File: config.mk
export PLATFORM = sky130hd
export DESIGN_NAME = cp0_excp_flat
export DESIGN_NICKNAME = d
export VERILOG_FILES = /design/src/rtl/cp0_excp_if.sv /design/src/rtl/cp0_excp.sv /design/src/flat_wrapper.sv
export SDC_FILE = /design/constraint.sdc
export NUM_CORES = 1
export LEC_CHECK = 0
export ABC_CLOCK_PERIOD_IN_PS = 3890
export CAP_MARGIN = 15
export CORE_UTILIZATION = 50
export CTS_CLUSTER_DIAMETER = 150
export DETAILED_ROUTE_END_ITERATION = 10
export PLACE_DENSITY = 0.87
export RECOVER_POWER = 100
export SLEW_MARGIN = 0
export SYNTH_ARGS = -nofsm -noshare
export SYNTH_HDL_FRONTEND = slang
export SYNTH_SLANG_ARGS = --single-unit
File: constraint.sdc
create_clock -name clk -period 3.89 [get_ports clk]
set_input_delay 0.389 -clock clk [delete_from_list [all_inputs] [get_ports clk]]
set_output_delay 0.389 -clock clk [all_outputs]
set_load 0.05 [all_outputs]
File: src/rtl/cp0_excp_if.sv
// Bundles the MEM-stage exception inputs, CP0 read/write ports and the pipeline control outputs.
interface cp0_excp_if;
   logic        inst_valid;
   logic [31:0] inst_pc;
   logic        in_delayslot;
   logic [6:0]  excp_flags;
   logic [31:0] bad_vaddr;
   logic        eret;
   logic        mtc0_we;
   logic [7:0]  mtc0_addr;
   logic [31:0] mtc0_wdata;
   logic        mfc0_re;
   logic [7:0]  mfc0_addr;
   logic [5:0]  hw_int;
   logic [31:0] mfc0_rdata;
   logic [32:0] CP0_to_ctrl_bus;
   logic        stallreq_for_cp0;

   modport master (
      output inst_valid, inst_pc, in_delayslot, excp_flags, bad_vaddr, eret,
             mtc0_we, mtc0_addr, mtc0_wdata, mfc0_re, mfc0_addr, hw_int,
      input  mfc0_rdata, CP0_to_ctrl_bus, stallreq_for_cp0
   );

   modport slave (
      input  inst_valid, inst_pc, in_delayslot, excp_flags, bad_vaddr, eret,
             mtc0_we, mtc0_addr, mtc0_wdata, mfc0_re, mfc0_addr, hw_int,
      output mfc0_rdata, CP0_to_ctrl_bus, stallreq_for_cp0
   );
endinterface

File: src/rtl/cp0_excp.sv
// CP0 exception/interrupt unit: prioritises MEM-stage exceptions, handles ERET and CP0 register access.
// Define CP0_TIMER_EN to build the Count/Compare timer; otherwise those registers read as zero.
module cp0_excp (
   input  logic       clk,
   input  logic       resetn,
   cp0_excp_if.slave  cp0
);
   localparam logic [7:0]  A_BADV    = 8'h40;
   localparam logic [7:0]  A_COUNT   = 8'h48;
   localparam logic [7:0]  A_COMPARE = 8'h58;
   localparam logic [7:0]  A_STATUS  = 8'h60;
   localparam logic [7:0]  A_CAUSE   = 8'h68;
   localparam logic [7:0]  A_EPC     = 8'h70;
   localparam logic [31:0] EXC_VEC   = 32'hBFC0_0380;

   logic [31:0] badv_q, epc_q;
   logic [7:0]  im_q, ip_q;
   logic        exl_q, ie_q, bd_q, ti_q;
   logic [4:0]  exc_q;
   logic [31:0] count_rd, compare_rd;

   logic        int_pend, excp_take, eret_take, mtc0_en;
   logic        badv_from_pc, badv_from_addr;
   logic [4:0]  code;

   always_comb begin
      code           = 5'd0;
      badv_from_pc   = 1'b0;
      badv_from_addr = 1'b0;
      int_pend       = cp0.inst_valid & ie_q & ~exl_q & (|(ip_q & im_q));
      if (int_pend)                 code = 5'd0;
      else if (cp0.excp_flags[6]) begin code = 5'd4;  badv_from_pc = 1'b1; end
      else if (cp0.excp_flags[5])   code = 5'd10;
      else if (cp0.excp_flags[4])   code = 5'd12;
      else if (cp0.excp_flags[3])   code = 5'd8;
      else if (cp0.excp_flags[2])   code = 5'd9;
      else if (cp0.excp_flags[1]) begin code = 5'd4;  badv_from_addr = 1'b1; end
      else if (cp0.excp_flags[0]) begin code = 5'd5;  badv_from_addr = 1'b1; end
      excp_take = int_pend | (cp0.inst_valid & (|cp0.excp_flags));
      eret_take = cp0.inst_valid & cp0.eret & ~excp_take;
      mtc0_en   = cp0.mtc0_we & ~excp_take;
   end

`ifdef CP0_TIMER_EN
   logic [31:0] count_q, compare_q;
   logic        tick_q;

   // Count advances on every other clock; an explicit mtc0 to Count overrides the increment.
   always_ff @(posedge clk or negedge resetn) begin
      if (!resetn) begin
         tick_q    <= 1'b0;
         count_q   <= 32'd0;
         compare_q <= 32'd0;
         ti_q      <= 1'b0;
      end else begin
         tick_q <= ~tick_q;
         if (mtc0_en && cp0.mtc0_addr == A_COUNT) count_q <= cp0.mtc0_wdata;
         else if (tick_q)                         count_q <= count_q + 32'd1;
         if (mtc0_en && cp0.mtc0_addr == A_COMPARE) begin
            compare_q <= cp0.mtc0_wdata;
            ti_q      <= 1'b0;
         end else if (count_q == compare_q && compare_q != 32'd0) begin
            ti_q <= 1'b1;
         end
      end
   end
   assign count_rd   = count_q;
   assign compare_rd = compare_q;
`else
   assign ti_q       = 1'b0;
   assign count_rd   = 32'd0;
   assign compare_rd = 32'd0;
`endif

   always_ff @(posedge clk or negedge resetn) begin
      if (!resetn) begin
         badv_q <= 32'd0;
         epc_q  <= 32'd0;
         im_q   <= 8'd0;
         ip_q   <= 8'd0;
         exl_q  <= 1'b0;
         ie_q   <= 1'b0;
         bd_q   <= 1'b0;
         exc_q  <= 5'd0;
      end else begin
         ip_q[7:2] <= {cp0.hw_int[5] | ti_q, cp0.hw_int[4:0]};
         if (excp_take) begin
            exl_q <= 1'b1;
            exc_q <= code;
            // A nested exception keeps the original return address and BD flag.
            if (!exl_q) begin
               epc_q <= cp0.in_delayslot ? cp0.inst_pc - 32'd4 : cp0.inst_pc;
               bd_q  <= cp0.in_delayslot;
            end
            if (badv_from_pc)   badv_q <= cp0.inst_pc;
            if (badv_from_addr) badv_q <= cp0.bad_vaddr;
         end else begin
            if (mtc0_en) begin
               case (cp0.mtc0_addr)
                  A_STATUS: begin
                     im_q  <= cp0.mtc0_wdata[15:8];
                     exl_q <= cp0.mtc0_wdata[1];
                     ie_q  <= cp0.mtc0_wdata[0];
                  end
                  A_CAUSE:  ip_q[1:0] <= cp0.mtc0_wdata[9:8];
                  A_EPC:    epc_q     <= cp0.mtc0_wdata;
                  default:  ;
               endcase
            end
            if (eret_take) exl_q <= 1'b0;
         end
      end
   end

   always_comb begin
      cp0.mfc0_rdata = 32'd0;
      if (resetn && cp0.mfc0_re) begin
         case (cp0.mfc0_addr)
            A_BADV:    cp0.mfc0_rdata = badv_q;
            A_COUNT:   cp0.mfc0_rdata = count_rd;
            A_COMPARE: cp0.mfc0_rdata = compare_rd;
            A_STATUS:  cp0.mfc0_rdata = {9'd0, 1'b1, 6'd0, im_q, 6'd0, exl_q, ie_q};
            A_CAUSE:   cp0.mfc0_rdata = {bd_q, ti_q, 14'd0, ip_q, 1'b0, exc_q, 2'b00};
            A_EPC:     cp0.mfc0_rdata = epc_q;
            default:   cp0.mfc0_rdata = 32'd0;
         endcase
      end
   end

   always_comb begin
      cp0.CP0_to_ctrl_bus = 33'd0;
      if (resetn) begin
         if (excp_take)      cp0.CP0_to_ctrl_bus = {1'b1, EXC_VEC};
         else if (eret_take) cp0.CP0_to_ctrl_bus = {1'b1, epc_q};
      end
   end

   assign cp0.stallreq_for_cp0 = resetn & cp0.mfc0_re & cp0.mtc0_we &
                                 (cp0.mfc0_addr == cp0.mtc0_addr) & ~excp_take;
endmodule
File: src/flat_wrapper.sv
// flat-port wrapper written by rule: the top's interface ports become plain ports
module cp0_excp_flat 
  (clk, resetn, cp0_inst_valid, cp0_inst_pc, cp0_in_delayslot, cp0_excp_flags, cp0_bad_vaddr, cp0_eret, cp0_mtc0_we, cp0_mtc0_addr, cp0_mtc0_wdata, cp0_mfc0_re, cp0_mfc0_addr, cp0_hw_int, cp0_mfc0_rdata, cp0_CP0_to_ctrl_bus, cp0_stallreq_for_cp0);
  cp0_excp_if cp0_i ();
  input  logic clk;
  input  logic resetn;
  input wire logic [$bits(cp0_i.inst_valid)-1:0] cp0_inst_valid;
  input wire logic [$bits(cp0_i.inst_pc)-1:0] cp0_inst_pc;
  input wire logic [$bits(cp0_i.in_delayslot)-1:0] cp0_in_delayslot;
  input wire logic [$bits(cp0_i.excp_flags)-1:0] cp0_excp_flags;
  input wire logic [$bits(cp0_i.bad_vaddr)-1:0] cp0_bad_vaddr;
  input wire logic [$bits(cp0_i.eret)-1:0] cp0_eret;
  input wire logic [$bits(cp0_i.mtc0_we)-1:0] cp0_mtc0_we;
  input wire logic [$bits(cp0_i.mtc0_addr)-1:0] cp0_mtc0_addr;
  input wire logic [$bits(cp0_i.mtc0_wdata)-1:0] cp0_mtc0_wdata;
  input wire logic [$bits(cp0_i.mfc0_re)-1:0] cp0_mfc0_re;
  input wire logic [$bits(cp0_i.mfc0_addr)-1:0] cp0_mfc0_addr;
  input wire logic [$bits(cp0_i.hw_int)-1:0] cp0_hw_int;
  output wire logic [$bits(cp0_i.mfc0_rdata)-1:0] cp0_mfc0_rdata;
  output wire logic [$bits(cp0_i.CP0_to_ctrl_bus)-1:0] cp0_CP0_to_ctrl_bus;
  output wire logic [$bits(cp0_i.stallreq_for_cp0)-1:0] cp0_stallreq_for_cp0;
  assign cp0_i.inst_valid = cp0_inst_valid;
  assign cp0_i.inst_pc = cp0_inst_pc;
  assign cp0_i.in_delayslot = cp0_in_delayslot;
  assign cp0_i.excp_flags = cp0_excp_flags;
  assign cp0_i.bad_vaddr = cp0_bad_vaddr;
  assign cp0_i.eret = cp0_eret;
  assign cp0_i.mtc0_we = cp0_mtc0_we;
  assign cp0_i.mtc0_addr = cp0_mtc0_addr;
  assign cp0_i.mtc0_wdata = cp0_mtc0_wdata;
  assign cp0_i.mfc0_re = cp0_mfc0_re;
  assign cp0_i.mfc0_addr = cp0_mfc0_addr;
  assign cp0_i.hw_int = cp0_hw_int;
  assign cp0_mfc0_rdata = cp0_i.mfc0_rdata;
  assign cp0_CP0_to_ctrl_bus = cp0_i.CP0_to_ctrl_bus;
  assign cp0_stallreq_for_cp0 = cp0_i.stallreq_for_cp0;
  cp0_excp u_core (.clk(clk), .resetn(resetn), .cp0(cp0_i));
endmodule
# Word-level counts from Yosys, hierarchy flattened
# Index checks and enable logic that the tools add are counted.
[totals] register_bits=88 input_bits=132 wordCells=82 out_inout_bits=66
[classes] mux=34 reduce_logical=14 bitwise=15 n_eq_ne=9 n_addsub=1
[ops] op="$mux 32" n=8
[ops] op="$pmux 32 s4" n=1
[ops] op="$mux 33" n=3
[ops] op="$eq 8x7->1 const B" n=7
[ops] op="$mux 5" n=7
[ops] op="$sub 32x3->32 const B" n=1
[ops] op="$mux 1" n=14
[ops] op="$and 1x1->1" n=11
[ops] op="$reduce_and 3->1" n=3
[ops] op="$and 8x8->8" n=1
[ops] op="$eq 8x8->1" n=1
[ops] op="$reduce_or 8->1" n=1
[ops] op="$reduce_or 7->1" n=1
[ops] op="$reduce_and 2->1" n=3
[ops] op="$reduce_bool 2->1" n=3
[ops] op="$reduce_bool 3->1" n=2
[ops] op="$mux 3" n=1
[ops] op="$ne 2x2->1 const B" n=1
[ops] op="$not 1->1" n=2
[ops] op="$logic_and 1x1->1" n=1
[ops] op="$or 1x1->1" n=1

# Logic depth before layout (Yosys ltp)
[logic_depth] word_depth=10 depth_mapped=8 mapped_depth_nobuf=7

# Least setup slack after synthesis
# OpenSTA, ideal clock, no wires.
[synth_timing] kind="input-to-output" from="input port cp0_excp_flags[1]" to="output port cp0_stallreq_for_cp0" arrival_time_ps=3007 required_ps=3501 cell_stages=8 slack_ps=494 n_path_buf=4 cell_sequence="or4_4 -> o21a_4 -> a21o_1 -> buf_6 -> buf_6 -> buf_2 -> buf_2 -> nor3_1"
[synth_via] elab_chain_cells=5
[synth_lines] element="from (decl)" line="flat_wrapper.sv:10" text="input wire logic [$bits(cp0_i.excp_flags)-1:0] cp0_excp_flags;"
[synth_lines] element="$reduce_or 7->1" line="cp0_excp.sv:39" text="excp_take = int_pend | (cp0.inst_valid & (|cp0.excp_flags));"
[synth_lines] element="$and 1x1->1" line="cp0_excp.sv:39"
[synth_lines] element="$or 1x1->1" line="cp0_excp.sv:39"
[synth_lines] element="$not 1->1 (no source line)"
[synth_lines] element="$and 1x1->1" line="cp0_excp.sv:139" text="(cp0.mfc0_addr == cp0.mtc0_addr) & ~excp_take;"
[synth_lines] element="to (decl)" line="flat_wrapper.sv:21" text="output wire logic [$bits(cp0_i.stallreq_for_cp0)-1:0] cp0_stallreq_for_cp0;"
# Every way passes these cells.

# Worst setup path after layout
[layout_timing] from="input port cp0_excp_flags[1]" to="output port cp0_CP0_to_ctrl_bus[0]"
[layout_via] elab_chain_cells=8
[layout_lines] element="$reduce_or 7->1 *" line="cp0_excp.sv:39"
[layout_lines] element="$and 1x1->1 *" line="cp0_excp.sv:39"
[layout_lines] element="$or 1x1->1 *" line="cp0_excp.sv:39"
[layout_lines] element="$not 1->1 (no source line)"
[layout_lines] element="$and 1x1->1" line="cp0_excp.sv:40" text="eret_take = cp0.inst_valid & cp0.eret & ~excp_take;"
[layout_lines] element="$mux 33" line="cp0_excp.sv:134" text="else if (eret_take) cp0.CP0_to_ctrl_bus = {1'b1, epc_q};"
[layout_lines] element="$mux 33 *" line="cp0_excp.sv:133" text="if (excp_take) cp0.CP0_to_ctrl_bus = {1'b1, EXC_VEC};"
[layout_lines] element="$mux 33 *" line="cp0_excp.sv:132" text="if (resetn) begin"
[layout_lines] element="to (decl)" line="flat_wrapper.sv:20" text="output wire logic [$bits(cp0_i.CP0_to_ctrl_bus)-1:0] cp0_CP0_to_ctrl_bus;"
# Mark *: on every way between the ends. The rest lies on a longest branch, timed or not.

==> results.cfg <==
[outcome]
status = finished clean

[global_routing]
grt_overflow = 0
grt_pass1_wl_mm = 31.8
grt_pass1_vias = 6051
grt_max_degree = 73
grt_usage_pct = 35.3
antenna_found_initial = 0

[setup_path]
reg2reg_to = u_core.badv_q[14]$_DFFE_PN0P_
crit_fanout = 20
crit_arrival_ns = 3.13
critPathSlowestCell = or4_4
path_cells = clkdlybuf4s50_1, or4_4, o21a_1, a21oi_1, and3_1, clkbuf_2, and2_1, buf_4
cp-start-kind = primary input
crit-reg2reg-launch = u_core.im_q[7]$_DFFE_PN0P_
crit_type = in -> out
reg2reg_depth = 7
critPathCaptureType = output pin
cp.required_ns = 3.50
max_stage_delay_ns = 0.55
rrSetupSlack_ns = 1.16

[place]
gp_congestion = 0.901
dpl.hpwl_mm = 14.5
port_buffers = 197
place_area_um2 = 8000

[worst_hold_path]
hp-class = reg -> reg
whs_path_depth = 1
hold_path.startpoint = u_core.bd_q$_DFFE_PN0P_
hold_path_end = u_core.bd_q$_DFFE_PN0P_

[clock_network]
clk_latency_ns = 0.35
clk_pin_slew_worst_paths_ns = 0.06
ctsLongestPathBuffers = 2
clock_sinks = 87
cts-root-buf = clkbuf_16
cts_buffers = 9
cts_tree = built
htree_num_levels = 3

[power]
p_leak_nw = 3.10
p_per_area_nw_per_um2 = 347
vdd.ir_drop.worst_mv = 0.198
power.total_mw = 2.86

[floorplan]
die_area_um2 = 12000
core_region_area_um2 = 11000
initial_core_util_pct = 52.4
row_count = 38
io_pins = 198
die_y_um = 110
die_w_um = 110

[logic_synthesis]
synth_top_family_by_area = multiplexers
synthSimpleGateAreaFrac_pct = 17.7
ys_ff_latch = 87
avgSynthCellArea_um2 = 9.82
ys_warn_count = 0
syn-num-nets = 722
synth_top_flop_cell = dfrtp_1
seq_area_frac_synth_pct = 37.6
muxShareOfSynthArea_pct = 19.3
synth_edf_count = 0
synth_xor_area_share_pct = 3.03
synth.distinct_cells = 54
syn_inst = 589
ys_async_sr_fraction_pct = 100
synthAdderAreaFrac_pct = 0.216
synthesis.area_um2 = 5780
synth_compound_area_share_pct = 18.2

[route]
via_per_inst = 6.48
drc = 0
vias = 5943
dr.pass1.iters = 9
final_antenna_net_count = 0
routed_wirelength_mm = 20.7
drtIter0Drc = 490
wl_per_cell_um = 22.6

[finish]
final_common_cell = clkdlybuf4s50_1
final_cell_mix = clkdlybuf4s50_1 (122), dfrtp_1 (87), nor2_1 (72)
design_area_um2 = 8250
diodes = 0
drive_gt1_share_pct = 19.4
area_growth_pct = 42.6
nets = 905

[sta]
rsz0062_at_grt = no
fin_crit_ns = 3.52
finClkSkew_ns = 0.0117
slew_violations = 0
relSlewSlack_pct = 10.4
finalCritPeriodShare_pct = 90.4
worst_pin_slew_ns = 1.34
tns_ns = 0
finalHoldViolCount = 0
setup_viol = 0
fmax_mhz = 284

[run]
cap_viol_max_count = 0
power by group:
group	switching (mW)	internal (mW)	total, mW	leakage, nW
clock	0.387	0.650	1.04	0.173
sequential	0.123	1.05	1.18	1.02
combinational	0.321	0.329	0.650	1.91
total	0.831	2.03	2.86	3.10
cell families after synthesis:
logic type | count (synthesis)
adder cells (fa/ha/maj) | 1
AND/OR/NAND/NOR | 188
AO/OA/AOI/OAI | 151
multiplexers | 95
flip-flops | 87
buffers and inverters | 47
XOR/XNOR | 20
synth_stat cells (13+ instances only):
cell,instances,share of area [%]
dfrtp_1,87,38
nor2_1,72,4.7
a21oi_1,45,3.9
mux2_2,38,7.4
clkbuf_1,33,2.1
mux2i_1,33,5.7
mux2_4,24,6.2
and2_1,22,2.4
a22oi_1,20,2.6
nand2_1,18,1.2
o21a_1,16,2.1
nor3_1,15,1.3
nor4_1,13,1.4
final cells by class:
type	instances	area, um^2
clock buffer	10	239
fill	795	2790
sequential	87	2180
timing repair buffer	215	2190
inverter	4	15.0
tap	140	175
clock inverter	6	116
multi-input combinational	455	3330
repair_timing:
action	CTS	global route
hold buffers	1	0
gates resized for setup	0	0
hold endpoints to repair	15	0
buffers inserted	0	0
metrics by stage:
step / utilization (%) / hold slack [ns] / instances / setup slack, ns
global route: 74.8 / 0.549 / 917 / 0.285
floorplan: - / 0.0934 / 589 / 0.494
detailed placement: 72.5 / 0.293 / 900 / 0.692
finish: 74.8 / 0.523 / 917 / 0.374
CTS: 75.8 / 0.478 / 917 / 0.693
global placement: 72.5 / 0.289 / 900 / 0.741
worst max-delay path, delay by kind of cell:
family / cells / cell delay, ns
buffers and inverters: 3 / 1.07
AND/OR/NAND/NOR: 3 / 0.94
AO/OA/AOI/OAI: 2 / 0.73
sequential cells by signal, indices dropped and copies added (netlist names):
name,flops
u_core.ie_q,1
u_core.bd_q,1
u_core.badv_q,32
u_core.exl_q,1
u_core.im_q,8
u_core.ip_q,8
u_core.exc_q,4
u_core.epc_q,32
metal layers:
layer  global-route usage, %  vias to the layer above  routed length (um)
li1                        -                     2606                   -
met1                    42.1                     2870                7710
met2                    59.7                      395               10300
met3                    7.35                       72                1940
met4                    19.3                        0                 813
met5                       0                        -                   0
worst max path at each step:
stage                 startpoint                           end  slack [ns]  cells past startpoint
2_1_floorplan  cp0_excp_flags[1]          cp0_stallreq_for_cp0        0.49                      8
3_3_place_gp     cp0_inst_pc[12]  u_core.epc_q[26]$_DFFE_PN0P_        0.74                      6
3_5_place_dp    cp0_mfc0_addr[1]            cp0_mfc0_rdata[31]        0.69                      8
4_1_cts         cp0_mfc0_addr[1]            cp0_mfc0_rdata[31]        0.69                      8
5_1_grt        cp0_excp_flags[1]       cp0_CP0_to_ctrl_bus[12]        0.28                      8
6_report       cp0_excp_flags[1]        cp0_CP0_to_ctrl_bus[0]        0.37                      8
Power figures use the tool's default switching activity.
